==> config.mk <==
export PLATFORM = sky130hd
export DESIGN_NAME = booth_multiplier_seq
export DESIGN_NICKNAME = d
export VERILOG_FILES = /design/src/rtl/booth_pkg.sv /design/src/rtl/booth_datapath.sv /design/src/rtl/booth_multiplier_seq.sv
export SDC_FILE = /design/constraint.sdc
export NUM_CORES = 1
export LEC_CHECK = 0
export BUFFER_PORTS_ARGS = -buffer_cell sky130_fd_sc_hd__buf_4
export CELL_PAD_IN_SITES_DETAIL_PLACEMENT = 2
export CELL_PAD_IN_SITES_GLOBAL_PLACEMENT = 2
export CORE_UTILIZATION = 37
export DETAILED_ROUTE_END_ITERATION = 10
export HOLD_SLACK_MARGIN = 0.08
export PLACE_DENSITY = 0.79
export SETUP_SLACK_MARGIN = 0.3
export SYNTH_ARGS = -nofsm -noshare
export SYNTH_HDL_FRONTEND = slang
export SYNTH_SLANG_ARGS = --single-unit
==> constraint.sdc <==
create_clock -name clk -period 3.3 [get_ports clk]
set_input_delay 0.33 -clock clk [delete_from_list [all_inputs] [get_ports clk]]
set_output_delay 0.33 -clock clk [all_outputs]
set_load 0.02 [all_outputs]
==> src/rtl/booth_pkg.sv <==
// Shared types and helpers for the sequential radix-2 Booth multiplier.
package booth_pkg;

  typedef enum logic [1:0] {
    IDLE  = 2'd0,
    OP    = 2'd1,
    SHIFT = 2'd2,
    DONE  = 2'd3
  } booth_state_e;

  typedef enum logic [1:0] {
    NOP = 2'd0,
    ADD = 2'd1,
    SUB = 2'd2
  } booth_op_e;

  // Radix-2 Booth recoding of the {Q0, q_prev} pair.
  function automatic booth_op_e booth_op(input logic [1:0] bits);
    booth_op_e op;
    case (bits)
      2'b01:   op = ADD;
      2'b10:   op = SUB;
      default: op = NOP;
    endcase
    return op;
  endfunction

endpackage

==> src/rtl/booth_datapath.sv <==
// M/A/Q/q_prev register file with N-bit add/sub and arithmetic right shift,
// sequenced by load/op/shift strobes from the controlling FSM.
module booth_datapath
  import booth_pkg::*;
#(
  parameter int unsigned WIDTH = 8
) (
  input  logic                 clk,
  input  logic                 reset,
  input  logic                 load,
  input  booth_op_e            op,
  input  logic                 shift,
  input  logic [WIDTH:0]       m_in,
  input  logic [WIDTH:0]       q_in,
  output logic [1:0]           booth_bits_c,
  output logic [2*WIDTH-1:0]   shift_prod_c
);

  localparam int unsigned N = WIDTH + 1;

  logic [N-1:0] m_q;
  logic [N-1:0] a_q;
  logic [N-1:0] q_q;
  logic         qp_q;
  logic [N-1:0] a_arith;

  // Modulo-2^N accumulate step selected by the Booth op.
  always_comb begin
    a_arith = a_q;
    case (op)
      ADD:     a_arith = a_q + m_q;
      SUB:     a_arith = a_q - m_q;
      default: a_arith = a_q;
    endcase
  end

  always_ff @(posedge clk or negedge reset) begin
    if (!reset) begin
      m_q  <= '0;
      a_q  <= '0;
      q_q  <= '0;
      qp_q <= 1'b0;
    end else if (load) begin
      m_q  <= m_in;
      a_q  <= '0;
      q_q  <= q_in;
      qp_q <= 1'b0;
    end else if (shift) begin
      a_q  <= {a_q[N-1], a_q[N-1:1]};
      q_q  <= {a_q[0], q_q[N-1:1]};
      qp_q <= q_q[0];
    end else if (op != NOP) begin
      a_q  <= a_arith;
    end
  end

  assign booth_bits_c = {q_q[0], qp_q};
  // Low 2*WIDTH bits of {A,Q} as they will be after this cycle's shift.
  assign shift_prod_c = {a_q[WIDTH-1:0], q_q[WIDTH:1]};

endmodule

==> src/rtl/booth_multiplier_seq.sv <==
// Sequential radix-2 Booth multiplier with valid/ready handshakes and fixed
// 2*(WIDTH+1)-cycle latency. Optional abort input enabled by BOOTH_ABORT_EN.
module booth_multiplier_seq
  import booth_pkg::*;
#(
  parameter int unsigned WIDTH = 8
) (
  input  logic                 clk,
  input  logic                 reset,
`ifdef BOOTH_ABORT_EN
  input  logic                 abort_i,
`endif
  input  logic                 in_valid,
  output logic                 in_ready,
  input  logic [WIDTH-1:0]     a_i,
  input  logic [WIDTH-1:0]     b_i,
  input  logic                 signed_i,
  output logic                 out_valid,
  input  logic                 out_ready,
  output logic [2*WIDTH-1:0]   product_o
);

  localparam int unsigned N     = WIDTH + 1;
  localparam int unsigned CNT_W = $clog2(N + 1);
  localparam int unsigned PW    = 2 * WIDTH;

  booth_state_e         state, state_d;
  logic [CNT_W-1:0]     cnt, cnt_d;
  logic [PW-1:0]        prod_d;
  logic                 load;
  logic                 do_shift;
  booth_op_e            do_op;
  logic [N-1:0]         a_ext, b_ext;
  logic [1:0]           booth_bits_c;
  logic [PW-1:0]        shift_prod_c;
  logic                 abort_c;

  assign a_ext = signed_i ? {a_i[WIDTH-1], a_i} : {1'b0, a_i};
  assign b_ext = signed_i ? {b_i[WIDTH-1], b_i} : {1'b0, b_i};

`ifdef BOOTH_ABORT_EN
  assign abort_c = abort_i;
`else
  assign abort_c = 1'b0;
`endif

  booth_datapath #(.WIDTH(WIDTH)) u_dp (
    .clk          (clk),
    .reset        (reset),
    .load         (load),
    .op           (do_op),
    .shift        (do_shift),
    .m_in         (a_ext),
    .q_in         (b_ext),
    .booth_bits_c (booth_bits_c),
    .shift_prod_c (shift_prod_c)
  );

  // Next-state, strobe and next-output logic.
  always_comb begin
    state_d  = state;
    cnt_d    = cnt;
    prod_d   = product_o;
    load     = 1'b0;
    do_op    = NOP;
    do_shift = 1'b0;
    case (state)
      IDLE: begin
        if (in_valid) begin
          load    = 1'b1;
          cnt_d   = '0;
          state_d = OP;
        end
      end
      OP: begin
        do_op   = booth_op(booth_bits_c);
        state_d = SHIFT;
      end
      SHIFT: begin
        do_shift = 1'b1;
        cnt_d    = cnt + CNT_W'(1);
        if (cnt_d == CNT_W'(N)) begin
          state_d = DONE;
          prod_d  = shift_prod_c;
        end else begin
          state_d = OP;
        end
      end
      DONE: begin
        if (out_ready) state_d = IDLE;
      end
      default: state_d = IDLE;
    endcase
    // Abort only bites while an operation is in flight.
    if (abort_c && (state == OP || state == SHIFT)) begin
      state_d  = IDLE;
      cnt_d    = '0;
      prod_d   = product_o;
      do_op    = NOP;
      do_shift = 1'b0;
    end
  end

  always_ff @(posedge clk or negedge reset) begin
    if (!reset) begin
      state     <= IDLE;
      cnt       <= '0;
      product_o <= '0;
      in_ready  <= 1'b1;
      out_valid <= 1'b0;
    end else begin
      state     <= state_d;
      cnt       <= cnt_d;
      product_o <= prod_d;
      in_ready  <= (state_d == IDLE);
      out_valid <= (state_d == DONE);
    end
  end

endmodule

==> results of run 1 <==
-- synth_stat cells, drive strengths merged, types with 3 or more instances --
library cell  number
buf                7
dfrtp             51
a21oi             12
a31oi              3
a22oi             10
nor2b              4
xnor2             13
o22ai              4
ha                14
nand2             26
nor2              16
inv               13
nand3              5
a21o               4
o21ai             28
nor3               3
mux2              20
clkbuf             3
-- timing repair --
action	4_1_cts	5_1_grt
endpoints found under the hold margin	51	0
setup buffers	0	0
resized for setup	0	2
setup endpoints to repair	0	4
hold buffers	1	0
-- worst min path at each step --
stage                  start                       end  cells past startpoint
floorplan              reset        cnt[0]$_DFFE_PN0P_                      0
global placement       reset  product_o[2]$_DFFE_PN0P_                      1
detailed placement     reset   u_dp.q_q[4]$_DFFE_PN0P_                      1
CTS                 in_valid        in_ready$_DFF_PN1_                      2
global route        in_valid        in_ready$_DFF_PN1_                      2
finish              in_valid        in_ready$_DFF_PN1_                      2
-- power breakdown --
part / leakage [nW] / internal, W / switching, W
Sequential: 0.671 / 0.000908 / 0.000253
Combinational: 0.794 / 0.000828 / 0.00101
Clock: 0.0479 / 0.000149 / 0.000223
-- metrics by stage --
| stage | total power [W] | setup slack [ps] |
|---|---|---|
| 5_1_grt | 0.00368 | 305 |
| 3_3_place_gp | 0.00288 | 545 |
| 4_1_cts | 0.00340 | 389 |
| 6_report | 0.00337 | 557 |
| 3_5_place_dp | 0.00301 | 415 |
| 2_1_floorplan | 0.00242 | 368 |
-- worst max-delay path, stage by stage, from the launching register on --
cell      delay [ps]
dfrtp_1          380
inv_2             60
nor2_1           130
nand3b_1         150
inv_1             90
ha_2             270
a21oi_1           90
xnor2_1          150
ha_1             390
nand4_1          130
a21oi_1          120
and3b_1          190
xnor2_1          160
o221ai_1         120
a21o_1           210
-- layout by cell type, fill, tap and decap left out, drive strengths merged, types with 3 or more instances in the layout --
cell,netlist,layout
a21o,4,4
a21oi,12,12
a22oi,10,10
a31oi,3,3
buf,7,43
clkbuf,3,5
clkinv,0,3
dfrtp,51,51
ha,14,14
inv,13,13
mux2,20,20
nand2,26,26
nand3,5,5
nor2,16,16
nor2b,4,4
nor3,3,3
o21ai,28,28
o22ai,4,4
xnor2,13,13
-- cell families (layout without fill, tap and decap cells) --
group | count (synthesis) | count (layout) | share of synthesized area (%)
multiplexers | 22 | 22 | 9.99
AO/OA/AOI/OAI | 68 | 68 | 14.9
AND/OR/NAND/NOR | 65 | 65 | 11.7
XOR/XNOR | 15 | 15 | 4.77
flip-flops | 52 | 52 | 47.3
adder cells (fa/ha/maj) | 15 | 15 | 7.08
buffers and inverters | 23 | 65 | 4.31
-- area by class of cell --
class	count	area [um^2]
Timing Repair Buffer	44	333
Multi-Input combinational cell	185	1340
Tap cell	99	124
Clock buffer	5	68.8
Sequential cell	52	1300
Clock inverter	3	18.8
Fill cell	815	3980
Inverter	13	48.8
-- state kept, by name, indices dropped and copies added, names as in the netlist --
signal,cells
cnt,4
in_ready,1
out_valid,1
product_o,16
state,2
u_dp.a_q,9
u_dp.m_q,9
u_dp.q_q,9
u_dp.qp_q,1
-- metal layers --
| metal | vias to the layer above | track usage [%] | part of all wire (%) |
|---|---|---|---|
| met5 | - | 0 | 0 |
| li1 | 993 | - | - |
| met1 | 1051 | 27.7 | 48 |
| met3 | 6 | 3.36 | 2.7 |
| met2 | 33 | 35.9 | 48 |
| met4 | 0 | 4.84 | 1.0 |
==> impl_metrics.py, run 1 <==
metrics = {
    "status": {
        "outcome": "completed",
    },
    "sta": {
        "drv_slew": 0,
        "hold_viol_final": 0,
        "setup_tns_ps": 0,
        "setup_viol": 0,
        "finalCritPeriodShare_pct": 83.1,
        "rsz0062_at_grt": "false",
        "slew_headroom_pct": 52.5,
        "tightestPinTransition_ps": 711,
        "fin_crit_ps": 2740,
        "clock_skew_ps": 7.88,
        "hold_slack_ps": 197,
        "max_freq_mhz": 365,
    },
    "min_path": {
        "hp-class": "in -> reg",
    },
    "critical_path": {
        "r2r_slack_ps": 560,
        "crit_required_ps": 3510,
        "rr_endpoint": "u_dp.a_q[8]$_DFFE_PN0P_",
        "reg2regPathDepth": 14,
        "r2r-start": "state[0]$_DFF_PN0_",
        "crit_path_end_kind": "flip-flop",
        "cp-endpoint": "u_dp.a_q[8]$_DFFE_PN0P_",
        "worstPathArrival_ps": 2950,
        "cp_max_fo": 9,
        "cp-start-kind": "flip-flop",
        "crit_start": "state[0]$_DFF_PN0_",
        "crit_type": "reg -> reg",
    },
    "clock_network": {
        "numCtsBuffers": 5,
        "clkLatencyLatePin_ps": 310,
        "htreeDepth": 2,
        "cts_buffer_depth": 2,
        "clockRootBuffer": "clkbuf_8",
        "cts.sinks": 52,
        "clk_pin_slew_ps": 90,
        "tritoncts": "yes",
    },
    "place": {
        "portBuffers": 38,
        "routabilityCongestion": 0.744,
        "placedCellCount": 392,
        "placed_area_um2": 3130,
        "hpwlAfterDp_mm": 5.34,
    },
    "floorplan": {
        "fp.dieW_um": 88.3,
        "io_pins": 39,
        "core_area_um2": 7210,
        "fp.dieArea_um2": 7800,
        "std_cell_rows": 31,
        "initial_core_util_pct": 38.2,
        "die_y_um": 88.3,
    },
    "final_layout": {
        "layout-drive-gt1-share_pct": 27.8,
        "final_util_pct": 44.8,
        "n_antenna_cell": 0,
        "syn2layout_area_growth_pct": 17.4,
        "stdcell_area_um2": 3240,
        "layoutNonFillerInstCount": 401,
        "nets": 337,
    },
    "routing": {
        "wl_per_cell_um": 18.1,
        "drt_iter0_markers": 83,
        "drc": 0,
        "drt_wl_total_mm": 7.27,
        "vias": 2083,
        "final_antenna_net_count": 0,
        "routed_via_density": 5.19,
        "drt_first_pass_iters": 4,
    },
    "grt": {
        "grt_overflow": 0,
        "grtUsageTotal_pct": 20.9,
        "grt_pass1_vias": 2312,
        "grt_pass1_wl_mm": 12.3,
        "antenna_found_initial": 0,
        "grt_start_max_net_pins": 53,
    },
    "synthesis": {
        "ys.flop_type": "dfrtp_1",
        "async_flop_share_pct": 100,
        "ys_types": 46,
        "syn_avg_cell_area_um2": 10.6,
        "synth_top_area_cell": "dfrtp_1",
        "ys_seq_area_share_pct": 47.3,
        "synth-seq-cells": 52,
        "synth_top_area_share_pct": 46.3,
        "synth_edf_count": 0,
        "syn_nets": 296,
        "ys_warn_count": 0,
        "synth.area.top_cells": "dfrtp_1, ha_1, o21ai_0",
        "synth.cell_area_um2": 2760,
        "syn_inst": 260,
    },
    "run": {
        "drv_cap": 0,
    },
    "power_and_ir_drop": {
        "powerDensity_nw_per_um2": 1040,
        "ir_worst_vdd_uv": 276,
        "p_leak_nw": 1.51,
    },
}
Note: power is estimated with default switching activity, not from simulation.
==> run 2, diff against run 1 <==
ABC_AREA = 1   (was default)
CORE_UTILIZATION = 31   (was 37)
PLACE_DENSITY = 0.76   (was 0.79)
clock period = 2.5 ns   (was 3.3 ns; I/O delays follow)
==> run 2 against run 1 <==
Against the previous run:
- the flow now finishes with violations (setup timing)
- critical path depth is 5 higher
- via count is 23% higher
- final cell count is 31% higher
- first-iteration DRC count is 16% lower
- non-clock buffer count is 18 higher
- die area is 26% higher
- critical endpoint is now u_dp.a_q[7]$_DFFE_PN0P_
- largest cell class unchanged
==> impl_metrics.py, run 2 <==
metrics = {
    "critical_path": {
        "cp_max_fo": 7,
        "crit_type": "reg -> reg",
        "crit_required_ps": 2710,
        "reg2regPathDepth": 19,
        "rr_endpoint": "u_dp.a_q[7]$_DFFE_PN0P_",
        "cp-start-kind": "flip-flop",
        "worstPathArrival_ps": 2770,
        "r2r_slack_ps": -60,
        "r2r-start": "state[0]$_DFF_PN0_",
        "crit_path_end_kind": "flip-flop",
    },
    "routing": {
        "drt_iter0_markers": 70,
        "drt_wl_total_mm": 9.40,
        "drc": 0,
        "final_antenna_net_count": 0,
        "vias": 2571,
        "wl_per_cell_um": 17.9,
        "drt_first_pass_iters": 4,
        "routed_via_density": 4.89,
    },
    "floorplan": {
        "fp.dieArea_um2": 9820,
        "io_pins": 39,
        "initial_core_util_pct": 31.8,
        "fp.dieW_um": 99.1,
        "die_y_um": 99.1,
        "std_cell_rows": 35,
        "core_area_um2": 9200,
    },
    "place": {
        "hpwlAfterDp_mm": 6.07,
        "placedCellCount": 500,
        "pre_cts_ws_ps": -46.1,
        "routabilityCongestion": 0.734,
        "portBuffers": 38,
    },
    "clock_network": {
        "htreeDepth": 2,
        "tritoncts": "yes",
        "clockRootBuffer": "clkbuf_8",
        "clk_pin_slew_ps": 110,
        "numCtsBuffers": 5,
        "cts.sinks": 52,
        "clkLatencyLatePin_ps": 310,
        "cts_buffer_depth": 2,
    },
    "synthesis": {
        "synth_mux_area_share_pct": 0,
        "yosysMostFrequentCell": "nand2_1",
        "synthSimpleGateAreaFrac_pct": 22.6,
        "synthAdderAreaFrac_pct": 6.68,
        "ys_types": 26,
        "ys_seq_area_share_pct": 44.6,
        "synth.area.top_cells": "dfrtp_1, nand2_1, inv_1",
        "synth_compound_area_share_pct": 12.9,
        "ys.flop_type": "dfrtp_1",
        "syn_inst": 354,
        "synth_edf_count": 0,
        "async_flop_share_pct": 100,
        "synth_top_area_share_pct": 43.7,
        "synth.cell_area_um2": 2920,
        "synthTopCellsByCount": "nand2_1, inv_1, dfrtp_1",
        "ys_warn_count": 0,
        "synth-seq-cells": 52,
        "syn_avg_cell_area_um2": 8.25,
        "synth_top_area_cell": "dfrtp_1",
        "syn_nets": 390,
        "synth_top_family_by_area": "simple AND/OR/NAND/NOR gates",
        "synthXorXnorAreaFrac_pct": 2.70,
    },
    "sta": {
        "slew_headroom_pct": 54.0,
        "rsz0062_at_grt": "true",
        "drv_slew": 0,
        "max_freq_mhz": 390,
        "hold_viol_final": 0,
        "clock_skew_ps": 8.39,
        "setup_viol": 3,
        "tightestPinTransition_ps": 689,
        "layout_setup_ws_ps": -64.7,
        "fin_crit_ps": 2560,
        "finalCritPeriodShare_pct": 103,
    },
    "final_layout": {
        "nets": 450,
        "layoutNonFillerInstCount": 526,
        "final_cell_mix": "nand2_1, buf_4, dfrtp_1",
        "layout-drive-gt1-share_pct": 34.0,
        "n_fill_cell": 1054,
        "multi_input_area_um2": 1560,
        "final_common_cell": "nand2_1",
        "n_antenna_cell": 0,
        "largest_register_ffs": 16,
        "seq_area_um2": 1300,
        "top_register": "product_o",
        "syn2layout_area_growth_pct": 31.2,
        "final_util_pct": 41.7,
    },
    "grt": {
        "grt_pass1_vias": 2781,
        "grt_start_max_net_pins": 53,
        "grtUsageTotal_pct": 18.6,
        "grt_overflow": 0,
        "antenna_found_initial": 0,
        "grt_pass1_wl_mm": 14.2,
    },
    "min_path": {
        "min_to": "u_dp.q_q[0]$_DFFE_PN0P_",
        "hp-class": "in -> reg",
        "hold_start": "b_i[0]",
        "holdPathStages": 3,
    },
    "status": {
        "outcome": "finished with violations",
        "violations": "setup timing",
    },
    "run": {
        "drv_cap": 0,
    },
}
run 2: worst max path at each step:
stage                                   from                       to  slack (ps)  cells after the start
after floorplan           state[0]$_DFF_PN0_  u_dp.a_q[7]$_DFFE_PN0P_         190                     18
after global placement    state[0]$_DFF_PN0_  u_dp.a_q[8]$_DFFE_PN0P_          20                     20
after detailed placement  state[0]$_DFF_PN0_  u_dp.a_q[7]$_DFFE_PN0P_         -50                     19
after CTS                 state[1]$_DFF_PN0_  u_dp.a_q[7]$_DFFE_PN0P_          40                     19
after global routing      state[0]$_DFF_PN0_  u_dp.a_q[6]$_DFFE_PN0P_        -220                     19
final                     state[0]$_DFF_PN0_  u_dp.a_q[7]$_DFFE_PN0P_         -60                     19
run 2: logic make-up after synthesis:
group | Yosys count
adders and majority gates | 15
buffers and inverters | 71
and+or+nand+nor | 151
AOI/OAI and AO/OA | 56
DFF | 52
xor gates and xnor gates | 9
run 2: stage by stage:
stage | hold slack, ps | cell area, um^2 | setup TNS (ps)
3_5_place_dp | 346 | 3400 | -80.8
5_1_grt | 142 | 3830 | -1060
2_1_floorplan | -45.6 | 3000 | 0
4_1_cts | 129 | 3620 | 0
3_3_place_gp | 332 | 3400 | 0
6_report | 140 | 3830 | -113
run 2: layout make-up:
cell class	instances	share of cell area, %
clock inverter	2	1.01
inverter	62	6.14
multi-input combinational	231	40.7
sequential	52	34.0
tap	111	3.62
timing repair buffer	62	12.6
clock buffer	6	1.89
run 2: critical path, stage by stage, from the launching register on:
cell,delay (ps)
dfrtp_1,390
inv_2,60
nor2_2,100
inv_2,80
nor3_4,140
inv_2,80
ha_4,190
inv_4,90
buf_4,110
nand2_2,60
xnor2_2,140
inv_2,60
ha_4,330
nand2_4,70
nor2_1,130
nand2_1,90
nand3_1,90
nand3_2,90
nand2_1,80
nand2_1,50
run 2: timing repair:
| action | 4_1_cts | 5_1_grt |
|---|---|---|
| hold endpoints to repair | 51 | 0 |
| resized for setup | 19 | 31 |
| setup endpoints to repair | 8 | 8 |
| hold buffers | 1 | 0 |
| setup buffers | 5 | 12 |
| pin swaps | 14 | 15 |
run 2: metal layers:
metal | vias to the layer above | routed length (um) | track usage [%]
met5 | - | 0 | 0
met1 | 1286 | 4280 | 23.9
met4 | 0 | 164 | 3.73
met2 | 37 | 4800 | 33.6
met3 | 13 | 155 | 2.34
li1 | 1235 | - | -
Power of run 2 is not shown: default switching activity piles up to over one toggle a cycle in this logic, so the estimate is an artifact.
==> run 3, diff against run 2 <==
CAP_MARGIN = 20   (was default)
MAX_ROUTING_LAYER = met4   (was default)
==> run 3 against run 2 <==
Against the previous run:
- worst hold slack worse by 1.1 ps
- setup slack gained 45 ps
- via count fell by 0.93%
- largest cell class unchanged
- cell area shrank 0.26%
- final cell count did not move
- utilization is 0.11 points lower
- the run still ends with setup timing left
- clock skew grew 2.5 ps
- register-to-register slack better by 40 ps
- die area stayed put
- critical path depth fell by 1
- routed wire length down 0.88%
==> impl_metrics.py, run 3 (synthesis results as in run 2) <==
metrics = {
    "critical_path": {
        "r2r_slack_ps": -20,
        "crit_top_cell": "nand2_1",
        "cp-start-kind": "flip-flop",
        "cp-endpoint": "u_dp.a_q[8]$_DFFE_PN0P_",
        "cp_max_fo": 7,
        "path_cells": "nor2_2 -> inv_2 -> nor3_4 -> inv_2 -> ha_4 -> buf_4 -> nand2_2 -> o21ai_1 -> buf_4 -> fa_2 -> nand3_4 -> nand3_4 -> nand2_1 -> nand2_2 -> inv_1 -> nand2_1 -> nand3_1 -> nand2_1",
        "crit_type": "reg -> reg",
        "reg2regPathDepth": 18,
        "cpMaxStageDelayCell": "dfrtp_1",
        "slowest_delay_ps": 400,
        "crit_start": "state[1]$_DFF_PN0_",
        "crit_path_end_kind": "flip-flop",
        "rr_endpoint": "u_dp.a_q[8]$_DFFE_PN0P_",
        "crit_required_ps": 2720,
        "r2r-start": "state[1]$_DFF_PN0_",
        "worstPathArrival_ps": 2740,
    },
    "routing": {
        "routed_via_density": 4.84,
        "drt_iter0_markers": 63,
        "drt_wl_total_mm": 9.32,
        "drt_first_pass_iters": 4,
        "final_antenna_net_count": 0,
        "wl_per_cell_um": 17.7,
        "drc": 0,
        "vias": 2547,
    },
    "grt": {
        "grt_pass1_vias": 2770,
        "grt_pass1_wl_mm": 14.2,
        "grtUsageTotal_pct": 19.2,
        "antenna_found_initial": 0,
        "grt_overflow": 0,
        "grt_start_max_net_pins": 53,
    },
    "place": {
        "portBuffers": 38,
        "routabilityCongestion": 0.743,
        "placed_area_um2": 3400,
        "hpwlAfterDp_mm": 6.07,
    },
    "final_layout": {
        "final_common_cell": "nand2_1",
        "syn2layout_area_growth_pct": 30.8,
        "n_antenna_cell": 0,
        "final_cell_mix": "nand2_1, buf_4, dfrtp_1",
        "final_util_pct": 41.6,
        "largest_register_ffs": 16,
        "top_register": "product_o",
        "layout-drive-gt1-share_pct": 33.3,
        "stdcell_area_um2": 3820,
        "nets": 450,
    },
    "clock_network": {
        "htreeDepth": 2,
        "cts.sinks": 52,
        "numCtsBuffers": 5,
        "clkLatencyLatePin_ps": 310,
        "cts_buffer_depth": 2,
        "tritoncts": "yes",
        "clockRootBuffer": "clkbuf_8",
        "clk_pin_slew_ps": 110,
    },
    "sta": {
        "tightestPinTransition_ps": 701,
        "slew_headroom_pct": 53.2,
        "layout_setup_ws_ps": -20.0,
        "clock_skew_ps": 10.9,
        "max_freq_mhz": 397,
        "setup_viol": 3,
        "finalCritPeriodShare_pct": 101,
        "fin_crit_ps": 2520,
        "drv_slew": 0,
        "hold_viol_final": 0,
        "rsz0062_at_grt": "true",
    },
    "floorplan": {
        "core_area_um2": 9200,
        "io_pins": 39,
        "initial_core_util_pct": 31.8,
        "die_y_um": 99.1,
        "fp.dieW_um": 99.1,
        "fp.dieArea_um2": 9820,
        "std_cell_rows": 35,
    },
    "status": {
        "violations": "setup timing",
        "outcome": "finished with violations",
    },
    "min_path": {
        "hp-class": "in -> reg",
        "holdPathStages": 3,
    },
    "run": {
        "drv_cap": 0,
    },
}
## run 3: stage by stage
| stage | setup WS (ps) | setup TNS (ps) | cells | hold WS, ps |
|---|---|---|---|---|
| final | -20.0 | -39.6 | 526 | 139 |
| after global routing | -223 | -928 | 526 | 138 |
| after CTS | 44.4 | 0 | 514 | 129 |
| after detailed placement | -46.1 | -80.8 | 500 | 346 |
| after global placement | 18.4 | 0 | 500 | 332 |
| after floorplan | 185 | 0 | 354 | -45.6 |
## run 3: worst min-delay path by stage
| stage | end | startpoint |
|---|---|---|
| after global routing | u_dp.m_q[6]$_DFFE_PN0P_ | a_i[6] |
| after global placement | u_dp.q_q[1]$_DFFE_PN0P_ | reset |
| after floorplan | cnt[0]$_DFFE_PN0P_ | reset |
| after CTS | u_dp.q_q[0]$_DFFE_PN0P_ | b_i[0] |
| after detailed placement | u_dp.qp_q$_DFFE_PN0P_ | reset |
| final | u_dp.m_q[1]$_DFFE_PN0P_ | a_i[1] |
## run 3: what timing repair did
| action | CTS | global route |
|---|---|---|
| endpoints found under the setup margin | 8 | 8 |
| hold buffers | 1 | 0 |
| endpoints found under the hold margin | 51 | 0 |
| gates resized for setup | 19 | 28 |
| pin swaps | 14 | 16 |
| setup buffers | 5 | 12 |
## run 3: final cells by class
cell class | count | area, um^2
clock buffers | 6 | 72.6
flip-flops and latches | 52 | 1300
inverters | 62 | 235
clock inverters | 2 | 38.8
multi-input cells | 231 | 1550
well taps | 111 | 139
repair buffers | 62 | 483
fillers | 1055 | 5370
## run 3: layer usage
metal,track usage (%),vias up,share of wire [%]
met5,-,-,0
li1,-,1233,-
met4,3.73,0,2.1
met2,33.5,36,52
met1,24.1,1264,44
met3,2.34,14,2.1
## run 3: critical path, delay by kind of cell, from the launching register on
| family | cells | cell delay, ps |
|---|---|---|
| and+or+nand+nor | 10 | 890 |
| buffers and inverters | 5 | 510 |
| AOI/OAI and AO/OA | 1 | 60 |
| adders and majority gates | 2 | 580 |
| DFF | 1 | 400 |
Power of run 3 is left out for the same reason.
